===== src/rtl/lock_pkg.sv =====
// Shared constants for the lock front-end: debounce FSM encodings and the
// default timing parameters used by both btn_debounce and light.
package lock_pkg;

  localparam logic [1:0] IDLE         = 2'd0;
  localparam logic [1:0] PRESS_WAIT   = 2'd1;
  localparam logic [1:0] HELD         = 2'd2;
  localparam logic [1:0] RELEASE_WAIT = 2'd3;

  localparam int DEBOUNCE_CYCLES_DEF = 4;
  localparam int LONG_CYCLES_DEF     = 32;

endpackage


===== src/rtl/sync_2ff.sv =====
// Two-flop synchroniser for asynchronous pad inputs; only q may be used
// by downstream logic.
module sync_2ff (
  input  logic clk,
  input  logic reset,
  input  logic d,
  output logic q
);

  logic s1;

  always_ff @(posedge clk or negedge reset) begin
    if (!reset) begin
      s1 <= 1'b0;
      q  <= 1'b0;
    end else begin
      s1 <= d;
      q  <= s1;
    end
  end

endmodule


===== src/rtl/btn_debounce.sv =====
// Push-button conditioner: synchronise, debounce, and emit a clean level
// plus press / release / short-press / long-press single-cycle strobes.
module btn_debounce
  import lock_pkg::*;
#(
  parameter int DEBOUNCE_CYCLES = DEBOUNCE_CYCLES_DEF,
  parameter int LONG_CYCLES     = LONG_CYCLES_DEF,
  parameter int CNT_W           = $clog2(LONG_CYCLES + 1)
) (
  input  logic       clk,
  input  logic       reset,
  input  logic       btn_raw,
  output logic       btn_level,
  output logic       press_pulse,
  output logic       release_pulse,
  output logic       short_pulse,
  output logic       long_pulse,
  output logic [1:0] state_dbg
);

  localparam int DB_W = $clog2(DEBOUNCE_CYCLES + 1);
  localparam logic [DB_W-1:0]  DB_LAST  = DB_W'(DEBOUNCE_CYCLES - 1);
  localparam logic [DB_W-1:0]  DB_ONE   = DB_W'(1);
  localparam logic [CNT_W-1:0] HOLD_MAX = CNT_W'(LONG_CYCLES);
  localparam logic [CNT_W-1:0] HOLD_ONE = CNT_W'(1);

  logic             s2;
  logic [1:0]       state;
  logic [DB_W-1:0]  db_cnt;
  logic [CNT_W-1:0] hold_cnt;
  logic             long_done;
  logic             db_done;

  sync_2ff u_sync (
    .clk   (clk),
    .reset (reset),
    .d     (btn_raw),
    .q     (s2)
  );

  // db_cnt is 0 on entry to IDLE/HELD, so with DEBOUNCE_CYCLES=1 the first
  // differing s2 sample is accepted directly without visiting a wait state.
  assign db_done   = (db_cnt == DB_LAST);
  assign state_dbg = state;

  always_ff @(posedge clk or negedge reset) begin
    if (!reset) begin
      state         <= IDLE;
      db_cnt        <= '0;
      hold_cnt      <= '0;
      long_done     <= 1'b0;
      btn_level     <= 1'b0;
      press_pulse   <= 1'b0;
      release_pulse <= 1'b0;
      short_pulse   <= 1'b0;
      long_pulse    <= 1'b0;
    end else begin
      press_pulse   <= 1'b0;
      release_pulse <= 1'b0;
      short_pulse   <= 1'b0;
      long_pulse    <= 1'b0;

      // Hold time keeps running while a release is still being debounced.
      if (state == HELD || state == RELEASE_WAIT) begin
        if (hold_cnt != HOLD_MAX) begin
          hold_cnt <= hold_cnt + HOLD_ONE;
        end
        if (hold_cnt == HOLD_MAX - HOLD_ONE && !long_done) begin
          long_pulse <= 1'b1;
          long_done  <= 1'b1;
        end
      end

      case (state)
        IDLE, PRESS_WAIT: begin
          if (!s2) begin
            state  <= IDLE;
            db_cnt <= '0;
          end else if (db_done) begin
            state       <= HELD;
            db_cnt      <= '0;
            btn_level   <= 1'b1;
            press_pulse <= 1'b1;
            hold_cnt    <= '0;
            long_done   <= 1'b0;
          end else if (state == IDLE) begin
            state  <= PRESS_WAIT;
            db_cnt <= DB_ONE;
          end else begin
            db_cnt <= db_cnt + DB_ONE;
          end
        end

        HELD, RELEASE_WAIT: begin
          if (s2) begin
            state  <= HELD;
            db_cnt <= '0;
          end else if (db_done) begin
            state         <= IDLE;
            db_cnt        <= '0;
            btn_level     <= 1'b0;
            release_pulse <= 1'b1;
            short_pulse   <= !long_done;
          end else if (state == HELD) begin
            state  <= RELEASE_WAIT;
            db_cnt <= DB_ONE;
          end else begin
            db_cnt <= db_cnt + DB_ONE;
          end
        end

        default: begin
          state  <= IDLE;
          db_cnt <= '0;
        end
      endcase
    end
  end

endmodule


===== config.mk =====
export PLATFORM = sky130hd
export DESIGN_NAME = btn_debounce
export DESIGN_NICKNAME = d
export VERILOG_FILES = /design/src/rtl/lock_pkg.sv /design/src/rtl/sync_2ff.sv /design/src/rtl/btn_debounce.sv
export SDC_FILE = /design/constraint.sdc
export NUM_CORES = 1
export LEC_CHECK = 0
export BUFFER_PORTS_ARGS = -buffer_cell sky130_fd_sc_hd__buf_2
export CAP_MARGIN = 10
export CELL_PAD_IN_SITES_DETAIL_PLACEMENT = 0
export CELL_PAD_IN_SITES_GLOBAL_PLACEMENT = 1
export CORE_ASPECT_RATIO = 1.1
export CORE_UTILIZATION = 40
export DETAILED_ROUTE_END_ITERATION = 10
export PLACE_DENSITY_LB_ADDON = 0.1
export SLEW_MARGIN = 5
export SYNTH_ARGS = -nofsm -noshare
export SYNTH_HDL_FRONTEND = slang
export SYNTH_HIERARCHICAL = 1
export SYNTH_SLANG_ARGS = --single-unit

===== constraint.sdc =====
create_clock -name clk -period 1.44 [get_ports clk]
set_input_delay 0.216 -clock clk [delete_from_list [all_inputs] [get_ports clk]]
set_output_delay 0.216 -clock clk [all_outputs]
set_load 0.01 [all_outputs]

### Word-level counts from Yosys, hierarchy flattened

Cells that the tools add are included.

* register bits after elaboration: 19
* output and inout port bits: 7

* $add $sub $neg: 2
* equality and inequality tests: 12
* multiplexer cells: 39
* reduce and logical (&&, ||, !) cells: 8

Operators with widths (count)
* 6-bit 2-to-1 mux: 5
* 1-bit 2-to-1 mux: 19
* 3-bit 2-to-1 mux: 6
* 2-bit 2-to-1 mux: 6
* 6-bit by 1-bit adder with 6-bit output, second input constant: 1
* 6-bit by 5-bit == test with 1-bit output, second input constant: 1
* 2-bit != test, second input constant: 3
* 6-bit != test, second input constant: 1
* 3-bit one-hot mux with 2 select lines: 1
* 2-bit == test, second input constant: 2
* 4-bit by 3-bit != test with 1-bit output, second input constant: 1
* 4-bit != test, second input constant: 1
* 2-bit one-hot mux with 2 select lines: 1
* 4-bit AND reduction: 1
* 2-bit OR reduction: 2
* 3-bit by 1-bit adder with 3-bit output, second input constant: 1
* 3-bit by 2-bit == test with 1-bit output, second input constant: 1
* 2-bit by 1-bit == test with 1-bit output, second input constant: 1
* 2-bit zero test: 1
* 2-bit by 1-bit != test with 1-bit output, second input constant: 1
* 1-bit one-hot mux with 2 select lines: 1
* 2-bit AND reduction: 1
* 1-bit logical AND: 1
* 1-bit zero test: 1
* 1-bit logical OR: 1

### Logic depth before layout (Yosys ltp)

* depth in word-level cells: 7
* depth in mapped cells: 6

### By module

The synthesis kept the hierarchy.

Modules (own cells, without submodules)
* btn_debounce: instances 1, cells an instance 66, area an instance 743.2 sq um, sequential area each 425.4 sq um
* sync_2ff: instances 1, cells an instance 2, area an instance 50.0 sq um, sequential area each 50.0 sq um

### Least setup slack after synthesis

OpenSTA, ideal clock, no wires.

* path type: register to register
* start: register db_cnt[0]
* end: register hold_cnt[5]
* library setup time: 95 ps
* data arrival time: 1170 ps
* required time: 1345 ps
* setup slack: 174 ps
* cell stages (with the launch flop): 7
* path buffers: 1
* cell sequence: dfrtp_1 -> ha_1 -> ha_1 -> clkbuf_2 -> nand3b_1 -> o211ai_1 -> o31ai_1

* cells in the longest elaborated chain, start to end: 4

Ends and longest elaborated chain
* from (decl): RTL line btn_debounce.sv:29 `logic [DB_W-1:0] db_cnt;`
* from (signal assigned): RTL line btn_debounce.sv:90 `db_cnt <= db_cnt + DB_ONE;`
* from (signal assigned): RTL line btn_debounce.sv:108 `db_cnt <= db_cnt + DB_ONE;`
* 3-bit by 2-bit == test with 1-bit output: RTL line btn_debounce.sv:43 `assign db_done = (db_cnt == DB_LAST);`
* 6-bit 2-to-1 mux: RTL line btn_debounce.sv:79 `end else if (db_done) begin`
* 6-bit 2-to-1 mux: RTL line btn_debounce.sv:76 `if (!s2) begin`
* 6-bit 2-to-1 mux: RTL line btn_debounce.sv:74 `case (state)`
* to (signal assigned): RTL line btn_debounce.sv:66 `hold_cnt <= hold_cnt + HOLD_ONE;`
* to (decl): RTL line btn_debounce.sv:30 `logic [CNT_W-1:0] hold_cnt;`

Every way passes these cells.
A chain may end at the register's enable or synchronous reset.

### Worst setup path in the final report

* start: register hold_cnt[0]
* end: register hold_cnt[0]

* cells in the longest elaborated chain, start to end: 6
* elaborated cells on any way between the ends: 7

Ends and longest elaborated chain
* 6-bit by 1-bit adder with 6-bit output or 6-bit != test (tied branches): RTL line btn_debounce.sv:66, btn_debounce.sv:65
* 6-bit 2-to-1 mux: RTL line btn_debounce.sv:65 `if (hold_cnt != HOLD_MAX) begin`
* 6-bit 2-to-1 mux (*): RTL line btn_debounce.sv:64 `if (state == HELD || state == RELEASE_WAIT) begin`
* 6-bit 2-to-1 mux: RTL line btn_debounce.sv:79
* 6-bit 2-to-1 mux: RTL line btn_debounce.sv:76
* 6-bit 2-to-1 mux (*): RTL line btn_debounce.sv:74

Every way passes the cells marked *; elsewhere a longest branch is shown, timed or not.

==> impl_metrics.toml <==
[run_status]
status = "completed"

[flow_run]
maxCapViolations = 0

[synthesis]
yosys.area.top_type = "dfrtp_1"
ys_warn_count = 6
synth_top_area_share_pct = 59.9
synth_nets = 75
syn_inst = 68
postSynthAreaPerCell_um2 = 11.7
synth_area_leaders = "dfrtp_1 (60%), ha_1 (6.3%), nand2_1 (3.8%), inv_1 (3.3%), o31ai_1 (2.8%)"
netlist_area_um2 = 793
yosysSeqAreaShare_pct = 59.9
ys_types = 24
synth-seq-cells = 19

[power_and_ir_drop]
p_sw_share_pct = 34.3
p_seq_share_pct = 56.8
p_per_area_nw_per_um2 = 1580
p_comb_share_pct = 24.8
irDropWorstVdd_mv = 0.729
p_int_uw = 931
p_leak_nw = 0.453
switchingPower_uw = 485
power.share.clock_pct = 18.4

[clock_network]
clockRootBuffer = "clkbuf_4"
cts_tree = "built"
cts.sinks = 19
cts_setup_buffers = 0
cts.htree.levels = 1
clk_latency_ps = 290
numCtsBuffers = 3
cts_max_path_buffers = 2
path_clk_slew_ps = 100

[global_routing]
grt_pass1_wl_um = 2110
grt_util_all_layers_pct = 13.6
antenna_found_initial = 0
grt_max_degree = 20
grt_pass1_vias = 493
gr-total-overflow = 0

[min_path]
hold_path.class = "primary input to register"
hp-start = "btn_raw"

[setup_path]
r2r_setup_slack_ps = 130
path_class = "register to register"
cp_max_fo = 4
critPathArrivalTime_ps = 1530
crit_required_ps = 1660
r2r_start = "hold_cnt[0]$_DFF_PN0_"
setup.worst_path.start_class = "register"
cp-startpoint = "hold_cnt[0]$_DFF_PN0_"
crit_path_end_kind = "register"

[timing]
worst_pin_slew_ps = 420
finalClockSkew_ps = 4.79
slew_headroom_pct = 72.0
hold_viol_final = 0
holdWs_ps = 26.0
rsz0062_at_grt = "no"
fin_crit_sh_pct = 91.3
max_freq_mhz = 761
finalSetupViolCount = 0
slew_violations = 0
fin_tns_setup_ps = 0
fin_crit_ps = 1310

[die]
core_area_um2 = 1820
die_area_um2 = 2170
io_pins = 10
initial_core_util_pct = 43.5
die_w_um = 44.5
rows = 16
die_y_um = 48.7

[placed_design]
dp_cells = 102
hpwlAfterDp_um = 855
place_congestion = 0.670
io_buffers = 9

[detailed_routing]
vias = 504
ant_nets = 0
drc = 0
dr.pass1.iters = 2
routedWlPerCell_um = 11.4
drt-vias-per-instance = 4.71
routed_wl_um = 1230
drtIter0Drc = 3

[finish]
stdcell_count = 107
num_antenna_cells = 0
layout-drive-gt1-share_pct = 20.0
nNetsFinal = 88
layout_commonest_cell = "dfrtp_1"
final_cell_mix = "dfrtp_1 (19), buf_2 (9), nand2_1 (8)"
syn2layout_area_growth_pct = 12.9
per-stage QoR:
step / area (um2) / utilization (%) / total power, mW / setup slack [ps]
2_1_floorplan: 793 / - / 1.06 / 174
3_3_place_gp: 856 / 47.0 / 1.17 / 107
3_5_place_dp: 856 / 47.0 / 1.17 / 75.3
4_1_cts: 893 / 49.0 / 1.45 / 60.3
5_1_grt: 896 / 49.2 / 1.54 / 34.0
6_report: 896 / 49.2 / 1.42 / 126
area by class of cell:
| class | instances | area [um2] |
|---|---|---|
| timing repair buffer | 10 | 55.1 |
| inverter | 7 | 26.3 |
| tap | 27 | 33.8 |
| fill | 183 | 926 |
| clock inverter | 1 | 5.00 |
| clock buffer | 3 | 22.5 |
| multi-input combinational | 40 | 278 |
| sequential | 19 | 475 |
layer usage:
metal | routed length, um | global-route usage, % | up-vias
li1 | - | - | 257
met1 | 582 | 17.0 | 240
met2 | 602 | 20.8 | 5
met3 | 25 | 3.36 | 2
met4 | 14 | 7.58 | 0
met5 | 0 | 0 | -
power groups by stage:
stage               Combinational [mW]  Sequential [mW]  Clock, mW
floorplan                        0.276            0.789          0
global placement                 0.354            0.813          0
detailed placement               0.357            0.815          0
CTS                              0.358            0.807      0.281
global route                     0.409            0.828      0.299
finish                           0.352            0.804      0.260
cell usage after synthesis, drive strengths merged:
| cell | number |
|---|---|
| dfrtp | 19 |
| nand2 | 8 |
| inv | 7 |
| ha | 4 |
| nor2 | 4 |
| o21ai | 3 |
| o31ai | 3 |
| nand3 | 2 |
| nand3b | 2 |
| nand4 | 2 |
| xor2 | 2 |
| a211o | 1 |
| a211oi | 1 |
| a21oi | 1 |
| a31oi | 1 |
| and3 | 1 |
| and4bb | 1 |
| buf | 1 |
| clkbuf | 1 |
| nor4 | 1 |
| nor4b | 1 |
| o211ai | 1 |
| xnor2 | 1 |
timing repair:
action | CTS | global route
endpoints found under the setup margin | 0 | 5
hold buffers | 1 | 0
gates resized for setup | 0 | 1
endpoints found under the hold margin | 19 | 0
critical path: stages (launching register included):
cell and delay, ps:
dfrtp_1 430, inv_1 70, ha_1 200, and4bb_4 210, a211o_1 270, o21ai_0 60
sequential cells by signal (all words and copies together), names as in the netlist:
register       flops
hold_cnt           6
db_cnt             3
state_dbg          2
btn_level          1
long_done          1
long_pulse         1
press_pulse        1
release_pulse      1
short_pulse        1
u_sync/q           1
u_sync/s1          1
logic make-up (layout without fill, tap and decap cells):
group           Yosys count  in the layout  synth area share, %
compound gates           11             11                 9.15
xor+xnor                  3              3                 3.31
fa+ha+maj                 4              4                 6.31
buf+inv                   9             21                 5.36
flops                    19             19                 59.9
simple gates             22             22                 15.9
worst paths after layout:
kind,cells after the start,end
min reg2reg,0,u_sync/q$_DFF_PN0_
min,1,u_sync/s1$_DFF_PN0_
max in group asynchronous,2,db_cnt[0]$_DFF_PN0_
max,5,hold_cnt[0]$_DFF_PN0_
max reg2reg,5,hold_cnt[0]$_DFF_PN0_
min in group asynchronous,2,db_cnt[2]$_DFF_PN0_
No activity file was read; power rests on OpenSTA's default activity.
